$ cat src/rtl/sub_pkg.sv
// Shared types and helpers for the bit-serial subtractor.
package sub_pkg;

    typedef enum logic [1:0] {
        IDLE = 2'd0,
        RUN  = 2'd1,
        DONE = 2'd2
    } state_e;

    // Bit-counter width for a given operand width (never below one bit).
    function automatic int cnt_width(input int w);
        int cw;
        cw = $clog2(w);
        return (cw < 1) ? 1 : cw;
    endfunction

endpackage

$ cat src/rtl/fs_cell.sv
// Combinational 1-bit full subtractor: d = x - y - c, with borrow out.
module fs_cell (
    input  logic x,
    input  logic y,
    input  logic c,
    output logic d,
    output logic bo
);

    assign d  = x ^ y ^ c;
    assign bo = (~x & (y | c)) | (y & c);

endmodule

$ cat src/rtl/serial_sub.sv
// Bit-serial a - b - bin, LSB first, one bit per clock through a single cell.
module serial_sub
    import sub_pkg::*;
#(
    parameter int WIDTH = 8
) (
    input  logic             clk,
    input  logic             rst,
    input  logic             start,
    input  logic [WIDTH-1:0] a,
    input  logic [WIDTH-1:0] b,
    input  logic             bin,
    output logic             busy,
    output logic             done,
    output logic [WIDTH-1:0] diff,
    output logic             bo,
    output logic             ovf
);

    localparam int            CW   = cnt_width(WIDTH);
    localparam logic [CW-1:0] LAST = CW'(WIDTH - 1);

    state_e           state_q, state_d;
    logic [CW-1:0]    cnt_q, cnt_d;
    logic [WIDTH-1:0] a_sr_q, a_sr_d;
    logic [WIDTH-1:0] b_sr_q, b_sr_d;
    logic [WIDTH-1:0] diff_sr_q, diff_sr_d;
    logic             brw_q, brw_d;
    logic [WIDTH-1:0] diff_q, diff_d;
    logic             bo_q, bo_d;
    logic             ovf_q, ovf_d;

    logic cell_d, cell_bo;
    logic accept, last;

    // A new operation may start from IDLE or in the single DONE cycle.
    assign accept = start && (state_q == IDLE || state_q == DONE);
    assign last   = (state_q == RUN) && (cnt_q == LAST);

    fs_cell u_cell (
        .x  (a_sr_q[0]),
        .y  (b_sr_q[0]),
        .c  (brw_q),
        .d  (cell_d),
        .bo (cell_bo)
    );

    // FSM next-state logic.
    always_comb begin
        state_d = state_q;
        unique case (state_q)
            IDLE:    if (start) state_d = RUN;
            RUN:     if (last)  state_d = DONE;
            DONE:    state_d = start ? RUN : IDLE;
            default: state_d = IDLE;
        endcase
    end

    // Datapath next-state: load on accept, shift one bit per RUN cycle,
    // capture results on the final bit.
    always_comb begin
        cnt_d     = cnt_q;
        a_sr_d    = a_sr_q;
        b_sr_d    = b_sr_q;
        diff_sr_d = diff_sr_q;
        brw_d     = brw_q;
        diff_d    = diff_q;
        bo_d      = bo_q;
        ovf_d     = ovf_q;
        if (accept) begin
            a_sr_d    = a;
            b_sr_d    = b;
            brw_d     = bin;
            cnt_d     = '0;
            diff_sr_d = '0;
        end else if (state_q == RUN) begin
            a_sr_d    = a_sr_q >> 1;
            b_sr_d    = b_sr_q >> 1;
            diff_sr_d = {cell_d, diff_sr_q[WIDTH-1:1]};
            brw_d     = cell_bo;
            cnt_d     = cnt_q + CW'(1);
            if (last) begin
                diff_d = {cell_d, diff_sr_q[WIDTH-1:1]};
                bo_d   = cell_bo;
                // On the last bit the shift registers hold the operand MSBs.
                ovf_d  = (a_sr_q[0] != b_sr_q[0]) && (cell_d != a_sr_q[0]);
            end
        end
    end

    // State and datapath registers with synchronous reset.
    always_ff @(posedge clk) begin
        if (rst) begin
            state_q   <= IDLE;
            cnt_q     <= '0;
            a_sr_q    <= '0;
            b_sr_q    <= '0;
            diff_sr_q <= '0;
            brw_q     <= 1'b0;
            diff_q    <= '0;
            bo_q      <= 1'b0;
            ovf_q     <= 1'b0;
        end else begin
            state_q   <= state_d;
            cnt_q     <= cnt_d;
            a_sr_q    <= a_sr_d;
            b_sr_q    <= b_sr_d;
            diff_sr_q <= diff_sr_d;
            brw_q     <= brw_d;
            diff_q    <= diff_d;
            bo_q      <= bo_d;
            ovf_q     <= ovf_d;
        end
    end

    assign busy = (state_q == RUN);
    assign done = (state_q == DONE);
    assign diff = diff_q;
    assign bo   = bo_q;
    assign ovf  = ovf_q;

endmodule

$ cat config.mk
export PLATFORM = sky130hd
export DESIGN_NAME = serial_sub
export DESIGN_NICKNAME = d
export VERILOG_FILES = /design/src/rtl/sub_pkg.sv /design/src/rtl/fs_cell.sv /design/src/rtl/serial_sub.sv
export SDC_FILE = /design/constraint.sdc
export NUM_CORES = 1
export LEC_CHECK = 0
export ABC_AREA = 0
export BUFFER_PORTS_ARGS = -buffer_cell sky130_fd_sc_hd__buf_2
export CAP_MARGIN = 20
export CELL_PAD_IN_SITES_DETAIL_PLACEMENT = 0
export CELL_PAD_IN_SITES_GLOBAL_PLACEMENT = 2
export CORE_AREA = 2 2 74 76
export CTS_BUF_LIST = sky130_fd_sc_hd__clkbuf_2 sky130_fd_sc_hd__clkbuf_4 sky130_fd_sc_hd__clkbuf_8
export DETAILED_ROUTE_END_ITERATION = 16
export DIE_AREA = 0 0 76 78
export GPL_ROUTABILITY_DRIVEN = 0
export GPL_TIMING_DRIVEN = 0
export PLACE_DENSITY_LB_ADDON = 0.2
export SLEW_MARGIN = 0
export SYNTH_ARGS = -nofsm -noshare
export SYNTH_HDL_FRONTEND = slang
export SYNTH_SLANG_ARGS = --single-unit
$ cat constraint.sdc
create_clock -name clk -period 1.7 [get_ports clk]
set_input_delay 0.34 -clock clk [delete_from_list [all_inputs] [get_ports clk]]
set_output_delay 0.34 -clock clk [all_outputs]
set_load 0.005 [all_outputs]
==> metrics.csv, run 1 <==
metric,value,unit
status,"finished, final reports clean",
critical path type,register to output port,
RR Startpoint,cnt_q[0],
"Cell Area, Placed",1830,um^2
diode count,0,
Max Buffers Root-to-Sink,2,
Initial Util,0.315,
slew at the pin with the worst max-slew slack,572,ps
multi-input combinational cell area,682,um^2
buffers added on ports,31,
setup TNS,0,ps
Leak,0.742,nW
Setup crit start kind,register,
Clock Tree Root,clkbuf_8,
hpwl dp,2700,um
"Slowest-stage cell, CP",dfxtp_1,
synth warn,0,
die footprint,5930,um^2
drt pass-1 iters,4,
"count leader, synth",dfxtp_1,
Reg2Reg Capture Point,ovf,
Tmin final,1550,ps
Slew headroom,0.619,
register area,782,um^2
Worst R2R Path Depth,5,
syn avg cell area,8.87,um^2
GRT Total Usage,0.137,
Yosys cell types,30,
Highest Clock Rate,645,MHz
Post-Syn Nets,202,
Via density,4.72,
"Primary FF master, synth",dfxtp_1,
Hold EP,b_sr_q[7],
Final Cell Area,1910,um^2
CP top delay family,buffers and inverters,
antenna-violating nets left,0,
Core Region,5040,um^2
Die Ht,78,um
Post-Synthesis Cells,179,
ys async rst share,0,
H-Tree Level Count,2,
Util after Layout,0.379,
per-cell routed wire length,12.9,um
Clock Sinks,39,
Post-CTS Hold Buffers,0,
Vias,1354,
maximum vdd ir drop,0.378,mV
HP Class,input pin to register,
largest net degree at the start of global routing,12,
Setup crit end kind,output port,
Max Slew Vio Count,0,
hold_ws,295,ps
worst hold path depth,3,
Worst R2R Setup Slack,210,ps
post-CTS setup buffer count,0,
# fillers,527,
largest area contributor in the netlist,dfxtp_1,
Post-synth EDFFs,0,
Layout area overhead,20.3,%
Row Count,26,
#FFs+latches synth,39,
final hold vios,0,
CTS buffer count,5,
top post-synthesis cells by area,"dfxtp_1, nand2_1, a21oi_1",
"Cell Area, Synth",1590,um^2
Worst EP required,1360,ps
"Remaining Overflow, GRT",0,
Worst Skew,2.75,ps
final setup vio count,0,
CTS tree,built,
most instantiated cells after synthesis,"dfxtp_1, nand2_1, a21oi_1, nor3_1, nor2_1",
Buf/Inv on CP,3,
worst-path fanout max,19,
vias in the first global route,1319,
Die X,76,um
CP cell instances,"nand2b_1, buf_6, inv_6, buf_2",
Iteration-0 DRC Markers,45,
pwr dens,975,nW/um^2
max-cap viol count,0,
crit path DAT,1210,ps
initial antenna violation count,0,
Post-Route WL,3710,um
DRC,0,
fraction of layout cells with a size suffix above 1,0.258,
"Reg clk slew, reported paths",70,ps
Final nets,239,
post-synthesis sequential area ratio,0.492,
final worst path period share,0.913,
Max stage delay on crit path,330,ps
clock latency on the worst-skew pair,290,ps
IO Pins,32,
HP Start,b[7],
first-pass GRT wire length,6290,um
RSZ-0062 raised after global routing,no,
Power Total,1.86,mW
Yosys top cell area share,0.492,
-- registers in the layout (all words and copies together) (netlist names) --
register	cells
a_sr_q	8
bo	1
diff_sr_q	7
cnt_q	3
state_q	2
diff	8
ovf	1
b_sr_q	8
brw_q	1
-- tightest hold or removal path: stages --
cell and delay (ps):
buf_2 100, nand2_1 50, a21oi_1 50
-- through the flow --
stage,worst slack [ps],cells
detailed placement,168,280
global placement,208,280
CTS,26.6,288
floorplan,362,179
finish,149,287
global route,29.5,287
-- worst max path at each step --
stage	startpoint	endpoint	slack, ps	depth (start not counted)
final	state_q[1]	busy	150	4
after global routing	cnt_q[0]	ovf	30	5
after CTS	state_q[0]	busy	30	5
after detailed placement	cnt_q[0]	ovf	170	5
after global placement	cnt_q[0]	ovf	210	5
after floorplan	a_sr_q[0]	ovf	360	5
-- what timing repair did --
action	CTS	global route
endpoints found under the setup margin	0	1
gates resized for setup	0	1
hold endpoints to repair	0	0
-- routing by layer --
layer / vias to the layer above / GRT usage / wire, um
met4: 0 / 0.0491 / 53
met3: 6 / 0.0419 / 179
met1: 625 / 0.157 / 1650
met5: - / 0 / 0
met2: 34 / 0.243 / 1830
li1: 689 / - / -
-- logic make-up after synthesis --
logic type | Yosys count | share of synthesized area
mux | 1 | 0.00630
xor+xnor | 1 | 0.00552
compound gates | 42 | 0.169
fa+ha+maj | 3 | 0.0284
buf+inv | 16 | 0.0788
flops | 39 | 0.492
simple gates | 77 | 0.221
-- layout by cell type, fill, tap and decap left out, drive strengths merged --
| master | instances |
|---|---|
| buf | 42 |
| dfxtp | 39 |
| nand2 | 37 |
| a21oi | 23 |
| nor3 | 17 |
| nor2 | 9 |
| clkbuf | 9 |
| o22ai | 8 |
| nand3 | 6 |
| a22oi | 5 |
| nand2b | 3 |
| a211oi | 3 |
| nor2b | 2 |
| a311oi | 2 |
| nand3b | 2 |
| ha | 2 |
| inv | 2 |
| mux2i | 1 |
| and3b | 1 |
| o21a | 1 |
| xnor2 | 1 |
| fa | 1 |
| clkinv | 1 |
-- power breakdown --
part           switching [mW]  internal [mW]  leakage, nW
clock                   0.313          0.320       0.0491
combinational           0.137          0.108        0.375
sequential             0.0277          0.956        0.318
-- cell type report --
type	count	share of cell area
clock inverter	1	0.00262
timing repair buffer	31	0.0813
multi-input combinational	124	0.357
inverter	2	0.00655
clock buffer	7	0.0439
buffer	13	0.0531
tap	70	0.0459
sequential	39	0.410
(Power assumes the default switching activity.)
==> inputs of run 2 (changes only) <==
- REMOVE_ABC_BUFFERS: not set -> 1
==> run 2 against run 1 <==
Net effect: wire length fell by 13%; largest power group unchanged; critical endpoint unchanged; register-to-register slack better by 20 ps; first-iteration DRC count increased by 47%.
==> metrics.csv, run 2 (synthesized netlist as in run 1, its figures left out) <==
metric,value,unit,change
status,"finished, final reports clean",,unchanged
RSZ-0062 raised after global routing,no,,unchanged
Worst Skew,1.89,ps,was 2.75 ps
post-CTS setup buffer count,0,,unchanged
Slew headroom,0.580,,was 0.619
Final WS setup,74.9,ps,was 149 ps
Die X,76,um,unchanged
slew at the pin with the worst max-slew slack,628,ps,was 572 ps
initial antenna violation count,0,,unchanged
Max Slew Vio Count,0,,unchanged
pwr dens,972,nW/um^2,was 975 nW/um^2
final setup vio count,0,,unchanged
"Cell Area, Placed",1720,um^2,was 1830 um^2
CTS buffer count,5,,unchanged
H-Tree Level Count,2,,unchanged
Final Cell Area,1820,um^2,was 1910 um^2
Util after Layout,0.361,,was 0.379
drt pass-1 iters,4,,unchanged
CTS tree,built,,unchanged
RR Startpoint,state_q[0],,was cnt_q[0]
Max Buffers Root-to-Sink,2,,unchanged
DRC,0,,unchanged
Die Ht,78,um,unchanged
final hold vios,0,,unchanged
Buf/Inv on CP,2,,was 3
Power Total,1.77,mW,was 1.86 mW
worst slack at placement,-303,ps,was 168 ps
crit path DAT,1290,ps,was 1210 ps
Vias,1284,,was 1354
GRT Total Usage,0.115,,was 0.137
per-cell routed wire length,11.8,um,was 12.9 um
Clock Tree Root,clkbuf_8,,unchanged
Setup crit end kind,output port,,unchanged
diode count,0,,unchanged
Post-Route WL,3210,um,was 3710 um
vias in the first global route,1247,,was 1319
# fillers,558,,was 527
"Reg clk slew, reported paths",70,ps,about the same
worst-path fanout max,28,,was 19
Setup crit start kind,register,,unchanged
IO Pins,32,,unchanged
most frequent cells in the layout,"dfxtp_1, nand2_1, buf_2",,unchanged
Clock Sinks,39,,unchanged
Core Region,5040,um^2,unchanged
buffers added on ports,31,,unchanged
"non-filler cells, final",273,,was 287
Leak,0.687,nW,was 0.742 nW
hpwl dp,2090,um,was 2700 um
Row Count,26,,unchanged
fraction of layout cells with a size suffix above 1,0.227,,was 0.258
met3 GRT Util,0.0407,,was 0.0419
Iteration-0 DRC Markers,66,,was 45
Worst EP required,1360,ps,about the same
Tmin final,1630,ps,was 1550 ps
HP Class,input pin to register,,unchanged
clock latency on the worst-skew pair,280,ps,was 290 ps
final worst path period share,0.956,,was 0.913
# resized after CTS,5,,was 0
met1 GRT Util,0.122,,was 0.157
Via density,4.70,,was 4.72
Highest Clock Rate,615,MHz,was 645 MHz
Final nets,227,,was 239
"Slowest-stage cell, CP",nand2b_4,,was dfxtp_1
CP top delay family,simple AND/OR/NAND/NOR gates,,was buffers and inverters
antenna-violating nets left,0,,unchanged
Cells after DPL,266,,was 280
GR Layer Usage met2,0.206,,was 0.243
HP Start,b[7],,unchanged
die footprint,5930,um^2,unchanged
Worst setup startpoint,state_q[1],,unchanged
GR peak layer,met2,,unchanged
Layout area overhead,14.7,%,was 20.3%
Initial Util,0.315,,unchanged
"Remaining Overflow, GRT",0,,unchanged
max-cap viol count,0,,unchanged
Max stage delay on crit path,370,ps,was 330 ps
critical path type,register to output port,,unchanged
maximum vdd ir drop,0.307,mV,was 0.378 mV
CP cell instances,"nand2b_4, inv_12, buf_2",,"was nand2b_1, buf_6, inv_6, buf_2"
first-pass GRT wire length,5470,um,was 6290 um
Post-CTS Hold Buffers,0,,unchanged
"most common cell after layout, fill and taps aside",dfxtp_1,,unchanged
largest net degree at the start of global routing,31,,was 12
==> run 2: worst register-to-register path: stages (launching register included) <==
cell,delay (ps)
dfxtp_2,390
nand2b_2,420
nand2b_1,330
a211oi_2,260
==> run 2: report_power, final <==
group | switching (mW) | total (mW) | internal, mW
sequential | 0.0269 | 0.983 | 0.956
clock | 0.287 | 0.576 | 0.289
combinational | 0.125 | 0.211 | 0.0858
total | 0.439 | 1.77 | 1.33
==> run 2: final cells by class <==
cell class	instances	area (um^2)	share of cell area
Tap cell	70	87.6	0.0481
Timing Repair Buffer	32	166	0.0913
Sequential cell	39	782	0.429
Inverter	2	20.0	0.0110
Multi-Input combinational cell	124	689	0.378
Clock buffer	6	76.3	0.0419
==> run 2: layer usage <==
metal  up-vias  part of all wire
li1        663                 -
met1       585              0.43
met2        31              0.49
met3         5             0.061
met4         0             0.018
met5         -                 0
==> run 2: final timing paths <==
path                                     end  slack, ps  cells after the start
worst max-delay path                    busy         70                      3
worst min-delay path               b_sr_q[7]        290                      3
worst max register to register  diff_sr_q[7]        230                      3
worst min register to register       diff[2]        450                      2
==> run 2: stage by stage <==
stage / hold slack [ps] / TNS (ps)
floorplan: 408 / 0
global placement: 441 / -4380
detailed placement: 446 / -4700
CTS: 281 / -43.8
global route: 288 / 0
finish: 290 / 0
